===== config.mk =====
export PLATFORM = sky130hd
export DESIGN_NAME = fetch_stage_flat
export DESIGN_NICKNAME = d
export VERILOG_FILES = /design/src/rtl/fetch_stage_if.sv /design/src/rtl/fetch_stage.sv /design/src/flat_wrapper.sv
export SDC_FILE = /design/constraint.sdc
export NUM_CORES = 1
export LEC_CHECK = 0
export CAP_MARGIN = 20
export CORE_UTILIZATION = 49
export DETAILED_ROUTE_END_ITERATION = 10
export GPL_TIMING_DRIVEN = 0
export PLACE_DENSITY = 0.8
export RECOVER_POWER = 50
export REMOVE_ABC_BUFFERS = 1
export SLEW_MARGIN = 20
export SYNTH_ARGS = -nofsm -noshare
export SYNTH_HDL_FRONTEND = slang
export SYNTH_SLANG_ARGS = --single-unit

===== constraint.sdc =====
create_clock -name i_clk -period 3.1 [get_ports i_clk]
set_input_delay 0.62 -clock i_clk [delete_from_list [all_inputs] [get_ports i_clk]]
set_output_delay 0.62 -clock i_clk [all_outputs]
set_load 0.03 [all_outputs]

===== src/rtl/fetch_stage_if.sv =====
// Fetch-stage bus bundle: control inputs from decode/execute, the async
// instruction memory port, and the IF/ID register outputs.
interface fetch_stage_if;
    logic        i_stall;
    logic        i_redirect;
    logic [15:0] i_redirect_pc;
    logic        i_interrupt;
    logic [15:0] i_imem_data;
    logic [15:0] o_imem_addr;
    logic [15:0] o_instr;
    logic [15:0] o_pc_plus1;
    logic        o_valid;
    logic        o_interrupt;

    // Side that drives the fetch stage (pipeline control, memory, test bench)
    modport master (
        output i_stall, i_redirect, i_redirect_pc, i_interrupt, i_imem_data,
        input  o_imem_addr, o_instr, o_pc_plus1, o_valid, o_interrupt
    );

    // The fetch stage itself
    modport slave (
        input  i_stall, i_redirect, i_redirect_pc, i_interrupt, i_imem_data,
        output o_imem_addr, o_instr, o_pc_plus1, o_valid, o_interrupt
    );
endinterface


===== src/rtl/fetch_stage.sv =====
// Instruction fetch stage with IF/ID pipeline register.
// Owns the PC: boots from the reset vector word, steps sequentially, takes
// redirects and stalls, and turns an interrupt edge into a one-cycle marker
// in IF/ID followed by a load of the PC from the interrupt vector word.
module fetch_stage #(
    parameter logic [15:0] RESET_VEC_ADDR = 16'h0000,
    parameter logic [15:0] INT_VEC_ADDR   = 16'h0001,
    parameter logic [15:0] NOP_INSTR      = 16'h0000
) (
    input logic          i_clk,
    input logic          i_reset,
    fetch_stage_if.slave bus
);

    typedef enum logic [1:0] {
        ST_BOOT    = 2'd0,
        ST_RUN     = 2'd1,
        ST_INT_VEC = 2'd2
    } state_t;

    state_t      state;
    state_t      state_nxt;

    // PC of the word currently being fetched
    logic [15:0] pc_p0;
    logic [15:0] pc_nxt;

    // Interrupt edge detection and the latched request
    logic        int_q;
    logic        int_edge;
    logic        pending;
    logic        pending_nxt;

    // IF/ID register
    logic [15:0] instr_p1;
    logic [15:0] pc_plus1_p1;
    logic        vld_p1;
    logic        int_p1;
    logic [15:0] instr_nxt;
    logic [15:0] pc_plus1_nxt;
    logic        vld_nxt;
    logic        int_nxt;

    // 16-bit modulo increment; FFFF wraps to 0000 silently
    function automatic logic [15:0] pc_inc(input logic [15:0] pc);
        return pc + 16'd1;
    endfunction

    assign int_edge = bus.i_interrupt & ~int_q;

    // State register
    always_ff @(posedge i_clk) begin
        if (i_reset) begin
            state <= ST_BOOT;
        end else begin
            state <= state_nxt;
        end
    end

    // Next-state, PC, pending-interrupt and IF/ID selection
    always_comb begin
        state_nxt    = state;
        pc_nxt       = pc_p0;
        pending_nxt  = pending | int_edge;
        instr_nxt    = instr_p1;
        pc_plus1_nxt = pc_plus1_p1;
        vld_nxt      = vld_p1;
        int_nxt      = int_p1;

        case (state)
            ST_BOOT: begin
                // Stall and redirect have no meaning before the first fetch
                pc_nxt    = bus.i_imem_data;
                state_nxt = ST_RUN;
            end

            ST_RUN: begin
                if (bus.i_redirect) begin
                    pc_nxt    = bus.i_redirect_pc;
                    instr_nxt = NOP_INSTR;
                    vld_nxt   = 1'b0;
                    int_nxt   = 1'b0;
                end else if (pending && !bus.i_stall) begin
                    // Marker carries the PC of the first unexecuted
                    // instruction so decode can push it as the return address.
                    instr_nxt    = NOP_INSTR;
                    pc_plus1_nxt = pc_p0;
                    vld_nxt      = 1'b0;
                    int_nxt      = 1'b1;
                    // A fresh edge in the same cycle keeps the request alive
                    pending_nxt  = int_edge;
                    state_nxt    = ST_INT_VEC;
                end else if (bus.i_stall) begin
                    // Hold PC and IF/ID
                end else begin
                    instr_nxt    = bus.i_imem_data;
                    pc_plus1_nxt = pc_inc(pc_p0);
                    vld_nxt      = 1'b1;
                    int_nxt      = 1'b0;
                    pc_nxt       = pc_inc(pc_p0);
                end
            end

            ST_INT_VEC: begin
                state_nxt = ST_RUN;
                if (bus.i_redirect) begin
                    // The redirect abandons the vector load, so the
                    // interrupt is re-armed and taken again afterwards.
                    pc_nxt      = bus.i_redirect_pc;
                    instr_nxt   = NOP_INSTR;
                    vld_nxt     = 1'b0;
                    int_nxt     = 1'b0;
                    pending_nxt = 1'b1;
                end else begin
                    pc_nxt = bus.i_imem_data;
                    // Marker stays put until decode accepts it
                    if (!bus.i_stall) begin
                        instr_nxt = NOP_INSTR;
                        vld_nxt   = 1'b0;
                        int_nxt   = 1'b0;
                    end
                end
            end

            default: begin
                state_nxt = ST_BOOT;
            end
        endcase
    end

    // Instruction memory address selected by state
    always_comb begin
        case (state)
            ST_BOOT:    bus.o_imem_addr = RESET_VEC_ADDR;
            ST_INT_VEC: bus.o_imem_addr = INT_VEC_ADDR;
            default:    bus.o_imem_addr = pc_p0;
        endcase
    end

    // PC, interrupt tracking and IF/ID register update
    always_ff @(posedge i_clk) begin
        if (i_reset) begin
            pc_p0       <= 16'h0000;
            int_q       <= 1'b0;
            pending     <= 1'b0;
            instr_p1    <= NOP_INSTR;
            pc_plus1_p1 <= 16'h0000;
            vld_p1      <= 1'b0;
            int_p1      <= 1'b0;
        end else begin
            pc_p0       <= pc_nxt;
            int_q       <= bus.i_interrupt;
            pending     <= pending_nxt;
            instr_p1    <= instr_nxt;
            pc_plus1_p1 <= pc_plus1_nxt;
            vld_p1      <= vld_nxt;
            int_p1      <= int_nxt;
        end
    end

    assign bus.o_instr     = instr_p1;
    assign bus.o_pc_plus1  = pc_plus1_p1;
    assign bus.o_valid     = vld_p1;
    assign bus.o_interrupt = int_p1;

endmodule


===== src/flat_wrapper.sv =====
// flat-port wrapper written by rule: the top's interface ports become plain ports
module fetch_stage_flat 
#(
    parameter logic [15:0] RESET_VEC_ADDR = 16'h0000,
    parameter logic [15:0] INT_VEC_ADDR   = 16'h0001,
    parameter logic [15:0] NOP_INSTR      = 16'h0000
)
  (i_clk, i_reset, bus_i_stall, bus_i_redirect, bus_i_redirect_pc, bus_i_interrupt, bus_i_imem_data, bus_o_imem_addr, bus_o_instr, bus_o_pc_plus1, bus_o_valid, bus_o_interrupt);
  fetch_stage_if bus_i ();
  input logic i_clk;
  input logic i_reset;
  input wire logic [$bits(bus_i.i_stall)-1:0] bus_i_stall;
  input wire logic [$bits(bus_i.i_redirect)-1:0] bus_i_redirect;
  input wire logic [$bits(bus_i.i_redirect_pc)-1:0] bus_i_redirect_pc;
  input wire logic [$bits(bus_i.i_interrupt)-1:0] bus_i_interrupt;
  input wire logic [$bits(bus_i.i_imem_data)-1:0] bus_i_imem_data;
  output wire logic [$bits(bus_i.o_imem_addr)-1:0] bus_o_imem_addr;
  output wire logic [$bits(bus_i.o_instr)-1:0] bus_o_instr;
  output wire logic [$bits(bus_i.o_pc_plus1)-1:0] bus_o_pc_plus1;
  output wire logic [$bits(bus_i.o_valid)-1:0] bus_o_valid;
  output wire logic [$bits(bus_i.o_interrupt)-1:0] bus_o_interrupt;
  assign bus_i.i_stall = bus_i_stall;
  assign bus_i.i_redirect = bus_i_redirect;
  assign bus_i.i_redirect_pc = bus_i_redirect_pc;
  assign bus_i.i_interrupt = bus_i_interrupt;
  assign bus_i.i_imem_data = bus_i_imem_data;
  assign bus_o_imem_addr = bus_i.o_imem_addr;
  assign bus_o_instr = bus_i.o_instr;
  assign bus_o_pc_plus1 = bus_i.o_pc_plus1;
  assign bus_o_valid = bus_i.o_valid;
  assign bus_o_interrupt = bus_i.o_interrupt;
  fetch_stage #(.RESET_VEC_ADDR(RESET_VEC_ADDR), .INT_VEC_ADDR(INT_VEC_ADDR), .NOP_INSTR(NOP_INSTR)) u_core (.i_clk(i_clk), .i_reset(i_reset), .bus(bus_i));
endmodule

==> run_results.csv, run 1 <==
group,metric,value,unit
global_routing,grt_max_degree,33,
synthesis,synth_area,0.00318,mm²
synthesis,async_flop_share,0,
min_path,hold_class,"reg2reg",
global_routing,met3_usage,0.0374,
pwr,switching_share,0.354,
floorplanning,die_h,82.5,µm
floorplanning,die-area,0.00681,mm²
cts,clockBufferDepth,2,
synthesis,synth_edf_count,0,
synthesis,yosysUniqueCellTypes,65,
min_path,worstHoldStart,"u_core.bus.o_pc_plus1[0]",
setup_path,criticalPathCategory,"reg2reg",
min_path,whs_path_depth,2,
cts,hold_buffers,0,
floorplanning,core.rowCount,28,
drt,wl_per_cell,16.8,µm
setup_path,reg2regPathDepth,5,
setup_path,worst_path_max_delay_cell,"nor3b_4",
drt,wl,9.05,mm
layout,nets,505,
timing,worst_pin_slew,1.30,ns
timing,setup_viol,0,
setup_path,crit_path_end_kind,"flop",
pwr,p_int,1.23,mW
setup_path,cp-startpoint,"u_core.state[0]",
setup_path,r2r_slack,0.19,ns
global_routing,gr-usage-met1,0.368,
place,port_buffers,86,
timing,setup_total_negative_slack,0,ns
drt,dr.pass1.iters,4,
drt,vias_per_cell,5.98,
layout,mostFrequentLayoutCells,"nor2_1, dfxtp_1, dlygate4sd3_1",
drt,drt_iter0_markers,317,
synthesis,ys_ff_latch,54,
global_routing,grtUsageMet2,0.464,
place,gp_congestion,0.855,
pwr,combPwrFrac,0.299,
timing,hold_violations,0,
cts,clk_latency,0.32,ns
run,drv_cap,0,
global_routing,track_usage,0.276,
min_path,holdPathEnd,"u_core.bus.o_pc_plus1[0]",
global_routing,grt_pass1_vias,2916,
synthesis,syn_inst,397,
synthesis,ys_seq_area_frac,0.340,
pwr,p_seq_frac,0.440,
cts,cts_buffers,5,
layout,final_core_util,0.677,
pwr,p_leak,1.56,nW
layout,register_area,0.00108,mm²
setup_path,worstPathRequired,3.37,ns
drt,drc,0,
cts,root_buffer,"clkbuf_8",
global_routing,grt_pass1_wl,14.3,mm
layout,nFillCells,528,
timing,period_minus_slack,2.91,ns
place,dp_hpwl,6.28,mm
synthesis,avgSynthCellArea,8.01,µm²
synthesis,yosys_warnings,0,
pwr,ir_drop,0.284,mV
global_routing,busiest_layer,"met2",
setup_path,critPathArrivalTime,3.18,ns
layout,layout-drive-gt1-share,0.0713,
layout,n_antenna_cell,0,
timing,finalCritPeriodShare,0.940,
setup_path,cp_slowest_stage_delay,0.69,ns
floorplanning,start_util,0.521,
pwr,clock_power_share,0.261,
setup_path,crit_path_cell_trace,"ha_1, nor3b_4, nand3b_1, or4_1, nand3_1",
cts,clkSinkCount,54,
layout,multi_input_area,0.00192,mm²
drt,vias,3215,
floorplanning,core-area,0.00610,mm²
floorplanning,die_w,82.5,µm
setup_path,rr_endpoint,"u_core.pc_p0[13]",
setup_path,path_max_fanout,21,
pwr,p_per_area,462,mW/mm²
cts,cts_tree,"done",
status,status,"finished, final reports clean",
layout,syn_to_final_growth,29.9,%
layout,layout_commonest_cell,"nor2_1",
global_routing,antenna_found_initial,0,
pwr,p_switching,0.674,mW
timing,relSlewSlack,0.129,
timing,slew_violations,0,
timing,hold-worst-slack,0.492,ns
timing,finClkSkew,0.00668,ns
cts,path_clk_slew,0.10,ns
setup_path,r2r-start,"u_core.state[0]",
cts,h-tree-depth,2,
global_routing,grt_overflow,0,
setup_path,cp-start-kind,"flop",
synthesis,synthFlopType,"dfxtp_1",
floorplanning,io_pins,87,
timing,max_freq,343,MHz
timing,grt_setup_unrepaired,"false",
drt,postRouteAntennaNets,0,
[cells by family after synthesis]
logic type / synth area share
AO/OA/AOI/OAI: 0.262
XOR/XNOR: 0.0413
adder cells (fa/ha/maj): 0.0236
buffers and inverters: 0.0626
flip-flops: 0.340
AND/OR/NAND/NOR: 0.270
[registers in the layout, indices dropped and copies added, names as in the netlist]
name	cells
u_core.pending	1
u_core.int_q	1
u_core.bus.o_pc_plus1	16
u_core.state	2
u_core.bus.o_valid	1
u_core.pc_p0	16
u_core.bus.o_instr	16
u_core.bus.o_interrupt	1
[cell type report]
class                   instances  share of cell area
well taps                      75              0.0227
clock inverters                 3              0.0106
inverters                       8             0.00727
multi-input cells             304               0.464
flip-flops and latches         54               0.262
clock buffers                   5              0.0167
repair buffers                 89               0.216
[Yosys cell counts, types with 3 or more instances]
master	number	area share
a22oi_1	16	0.038
clkbuf_8	3	0.013
nand3_1	10	0.016
a221oi_1	4	0.011
o21ai_1	4	0.0063
buf_2	9	0.014
and2_1	13	0.026
nand2_1	27	0.032
nor2b_1	3	0.0059
and4_2	3	0.0094
nor4_1	3	0.0059
a311oi_1	7	0.019
a21oi_1	19	0.030
nand2b_1	6	0.012
a211oi_1	13	0.031
dfxtp_1	54	0.34
xnor2_1	9	0.025
or3_1	5	0.0098
ha_1	6	0.024
nor3_1	13	0.020
inv_1	7	0.0083
o21ai_0	27	0.043
o31ai_1	3	0.0071
a221o_1	4	0.013
o22ai_1	3	0.0059
xor2_1	6	0.017
nor2_1	57	0.067
clkbuf_1	17	0.020
[routing by layer]
metal / wire length [µm] / vias to the layer above / share of wire
met5: 0 / - / 0
met4: 160 / 0 / 0.018
met3: 621 / 18 / 0.069
met2: 4240 / 128 / 0.47
met1: 4030 / 1490 / 0.45
li1: - / 1579 / -
[power by group through the flow]
| stage | clock network (mW) | logic, mW | registers [mW] |
|---|---|---|---|
| after detailed placement | 0 | 0.569 | 0.852 |
| after global routing | 0.527 | 0.617 | 0.849 |
| after global placement | 0 | 0.555 | 0.848 |
| final | 0.498 | 0.570 | 0.838 |
| after CTS | 0.494 | 0.581 | 0.837 |
| after floorplan | 0 | 0.300 | 0.882 |
[through the flow]
step / cells / power (mW) / setup WS (ns) / instance area [µm²]
floorplan: 365 / 1.18 / 0.474 / 3010
global placement: 526 / 1.40 / -0.490 / 3960
detailed placement: 527 / 1.42 / -0.497 / 3980
CTS: 538 / 1.91 / 0.0383 / 4120
global route: 538 / 1.99 / 0.0172 / 4130
finish: 538 / 1.91 / 0.187 / 4130
[worst max-delay path by stage]
stage,to,cells past startpoint
finish,u_core.pc_p0[13],5
global route,u_core.pc_p0[13],5
CTS,u_core.pc_p0[9],6
detailed placement,u_core.pc_p0[13],5
global placement,u_core.pc_p0[13],5
floorplan,u_core.pc_p0[13],5
[critical path, delay by kind of cell (launching register included)]
kind / cells / cell delay, ns
adders and majority gates: 1 / 0.59
DFF: 1 / 0.54
and+or+nand+nor: 4 / 1.74
[repair_timing]
action / CTS / global route
resized for setup: 2 / 3
pin swaps: 1 / 0
cloned: 1 / 0
endpoints found under the setup margin: 21 / 13
setup buffers: 2 / 0
Note: power is estimated with default switching activity, not from simulation.
==> run 2: changes to the inputs <==
--- a/config.mk
+++ b/config.mk
@@ -7,6 +7,7 @@
 export LEC_CHECK = 0
 export CAP_MARGIN = 20
 export CORE_UTILIZATION = 49
+export CTS_CLUSTER_SIZE = 14
 export DETAILED_ROUTE_END_ITERATION = 10
 export GPL_TIMING_DRIVEN = 0
 export PLACE_DENSITY = 0.8
==> results of run 2 <==
The final DEF is identical to that of run 1; final timing and power are the same.
==> run 3: changes to the inputs <==
--- a/config.mk
+++ b/config.mk
@@ -6,11 +6,11 @@
 export NUM_CORES = 1
 export LEC_CHECK = 0
 export CAP_MARGIN = 20
-export CORE_UTILIZATION = 49
+export CORE_UTILIZATION = 52
 export CTS_CLUSTER_SIZE = 14
 export DETAILED_ROUTE_END_ITERATION = 10
 export GPL_TIMING_DRIVEN = 0
-export PLACE_DENSITY = 0.8
+export PLACE_DENSITY = 0.84
 export RECOVER_POWER = 50
 export REMOVE_ABC_BUFFERS = 1
 export SLEW_MARGIN = 20
==> constraint.sdc (replaced) <==
create_clock -name i_clk -period 3.7 [get_ports i_clk]
set_input_delay 0.925 -clock i_clk [delete_from_list [all_inputs] [get_ports i_clk]]
set_output_delay 0.925 -clock i_clk [all_outputs]
set_load 0.03 [all_outputs]
==> run 3 against run 2 <==
Effect of this change:
- the flow now finishes with violations (design-rule violations)
- core utilization increased by 0.95 points
- first-iteration DRC count decreased by 12%
- wire length decreased by 5.0%
- critical path type is now reg2out
- critical endpoint is now bus_o_imem_addr[15]
- largest power group unchanged
- highest routed layer unchanged
==> run_results.csv, run 3 (synthesized netlist as in run 1, its figures left out) <==
group,metric,value,unit
cts,h-tree-depth,2,
pwr,p_per_area,377,mW/mm²
global_routing,grt_pass1_wl,13.9,mm
pwr,combPwrFrac,0.308,
cts,root_buffer,"clkbuf_8",
setup_path,criticalPathCategory,"reg2out",
setup_path,worstPathRequired,2.77,ns
setup_path,reg2regPathDepth,6,
drt,dr.pass1.iters,8,
cts,cts_resized,0,
drt,drt_iter0_markers,280,
cts,clk_latency,0.31,ns
floorplanning,core-area,0.00592,mm²
layout,n_antenna_cell,0,
drt,vias,3244,
setup_path,crit_path_end_kind,"primary output",
cts,clkSinkCount,54,
pwr,p_switching,0.550,mW
status,violations,"design-rule violations",
timing,setup_viol,0,
setup_path,r2r-start,"u_core.state[0]",
drt,vias_per_cell,6.05,
min_path,holdPathEnd,"u_core.bus.o_pc_plus1[0]",
drt,drc,1,
floorplanning,start_util,0.537,
status,status,"complete, but fails checks",
floorplanning,die_w,80.2,µm
cts,postCtsSetupBuffers,0,
place,port_buffers,86,
layout,layout_commonest_cell,"nor2_1",
setup_path,cp-start-kind,"flop",
global_routing,grt_overflow,0,
place,gp_congestion,0.886,
layout,syn_to_final_growth,27.9,%
timing,relSlewSlack,0.200,
min_path,whs_path_depth,2,
setup_path,crit_buf_inv,2,
floorplanning,io_pins,87,
global_routing,track_usage,0.277,
pwr,ir_drop,0.205,mV
timing,slew_violations,0,
drt,wl_per_cell,16.0,µm
pwr,p_int,0.982,mW
setup_path,r2r_slack,0.50,ns
global_routing,grt_pass1_vias,2882,
cts,path_clk_slew,0.10,ns
min_path,hold_class,"reg2reg",
place,dpl_cell_area,0.00398,mm²
floorplanning,core.rowCount,28,
run,drv_cap,0,
global_routing,grt_max_degree,33,
floorplanning,die_h,80.2,µm
setup_path,path_max_fanout,21,
layout,layout-drive-gt1-share,0.0542,
timing,finClkSkew,0.00851,ns
timing,grt_setup_unrepaired,"false",
min_path,worstHoldStart,"u_core.bus.o_pc_plus1[0]",
setup_path,path_delay_family,"buffers and inverters",
floorplanning,die-area,0.00643,mm²
drt,postRouteAntennaNets,0,
timing,worst_pin_slew,1.20,ns
layout,nets,503,
timing,max_freq,294,MHz
place,dp_hpwl,6.26,mm
drt,wl,8.60,mm
cts,clockBufferDepth,2,
setup_path,critPathArrivalTime,2.48,ns
cts,hold_buffers,0,
layout,final_core_util,0.687,
cts,cts_buffers,5,
pwr,p_seq_frac,0.457,
timing,setup_total_negative_slack,0,ns
layout,instances_no_fill,536,
timing,finalCritPeriodShare,0.919,
cts,cts_tree,"done",
place,post-place-ws,-0.151,ns
setup_path,rr_endpoint,"u_core.bus.o_instr[8]",
timing,layout_setup_ws,0.300,ns
place,dp_cells,527,
layout,stdcell_area,0.00407,mm²
global_routing,antenna_found_initial,0,
timing,period_minus_slack,3.40,ns
setup_path,cp_slowest_stage_delay,0.72,ns
setup_path,crit_path_cell_trace,"inv_1, ha_1, nor3_1, clkdlybuf4s50_1",
pwr,switching_share,0.359,
setup_path,worst_path_max_delay_cell,"dfxtp_1",
layout,mostFrequentLayoutCells,"nor2_1, dfxtp_1, clkdlybuf4s50_1",
pwr,clock_power_share,0.235,
timing,hold_violations,0,
pwr,p_leak,1.48,nW
-- run 3: final cells by class --
class	count	area [µm²]
timing repair buffer	88	880
clock buffer	6	82.6
tap	75	93.8
multi-input combinational	303	1880
fill	506	1860
clock inverter	2	16.3
inverter	8	30.0
sequential	54	1080
-- run 3: metal layers --
| layer | GRT usage | up-vias | routed length, µm |
|---|---|---|---|
| met5 | 0 | - | 0 |
| met4 | 0.0821 | 0 | 219 |
| met3 | 0.0489 | 23 | 707 |
| met2 | 0.457 | 164 | 3940 |
| met1 | 0.366 | 1494 | 3730 |
| li1 | - | 1563 | - |
-- run 3: worst max path at each step --
stage / from / end / slack, ns / cells past startpoint
2_1_floorplan: u_core.state[0] / u_core.pc_p0[13] / 1.07 / 5
3_3_place_gp: i_reset / u_core.pc_p0[13] / -0.15 / 5
3_5_place_dp: bus_i_redirect / u_core.pc_p0[13] / -0.15 / 5
4_1_cts: bus_i_redirect / u_core.pc_p0[13] / 0.18 / 5
5_1_grt: u_core.state[0] / bus_o_imem_addr[15] / 0.09 / 4
6_report: u_core.state[0] / bus_o_imem_addr[15] / 0.30 / 4
-- run 3: power groups by stage --
stage | registers, mW | clock network (mW) | logic (mW)
after detailed placement | 0.713 | 0 | 0.476
after global routing | 0.711 | 0.385 | 0.512
after floorplan | 0.739 | 0 | 0.252
after global placement | 0.712 | 0 | 0.467
after CTS | 0.700 | 0.370 | 0.478
final | 0.701 | 0.360 | 0.472
-- run 3: worst reg2reg max path, cell delays in order, from the launching register on --
cell	delay [ns]
dfxtp_1	0.72
inv_1	0.15
ha_2	0.71
o21ai_2	0.38
nor4_4	0.86
a22oi_1	0.17
nor2_1	0.15
-- run 3: metrics by stage --
stage          hold slack [ns]  power (mW)
2_1_floorplan            0.509       0.990
3_3_place_gp             0.465        1.18
3_5_place_dp             0.476        1.19
4_1_cts                  0.490        1.55
5_1_grt                  0.514        1.61
6_report                 0.485        1.53
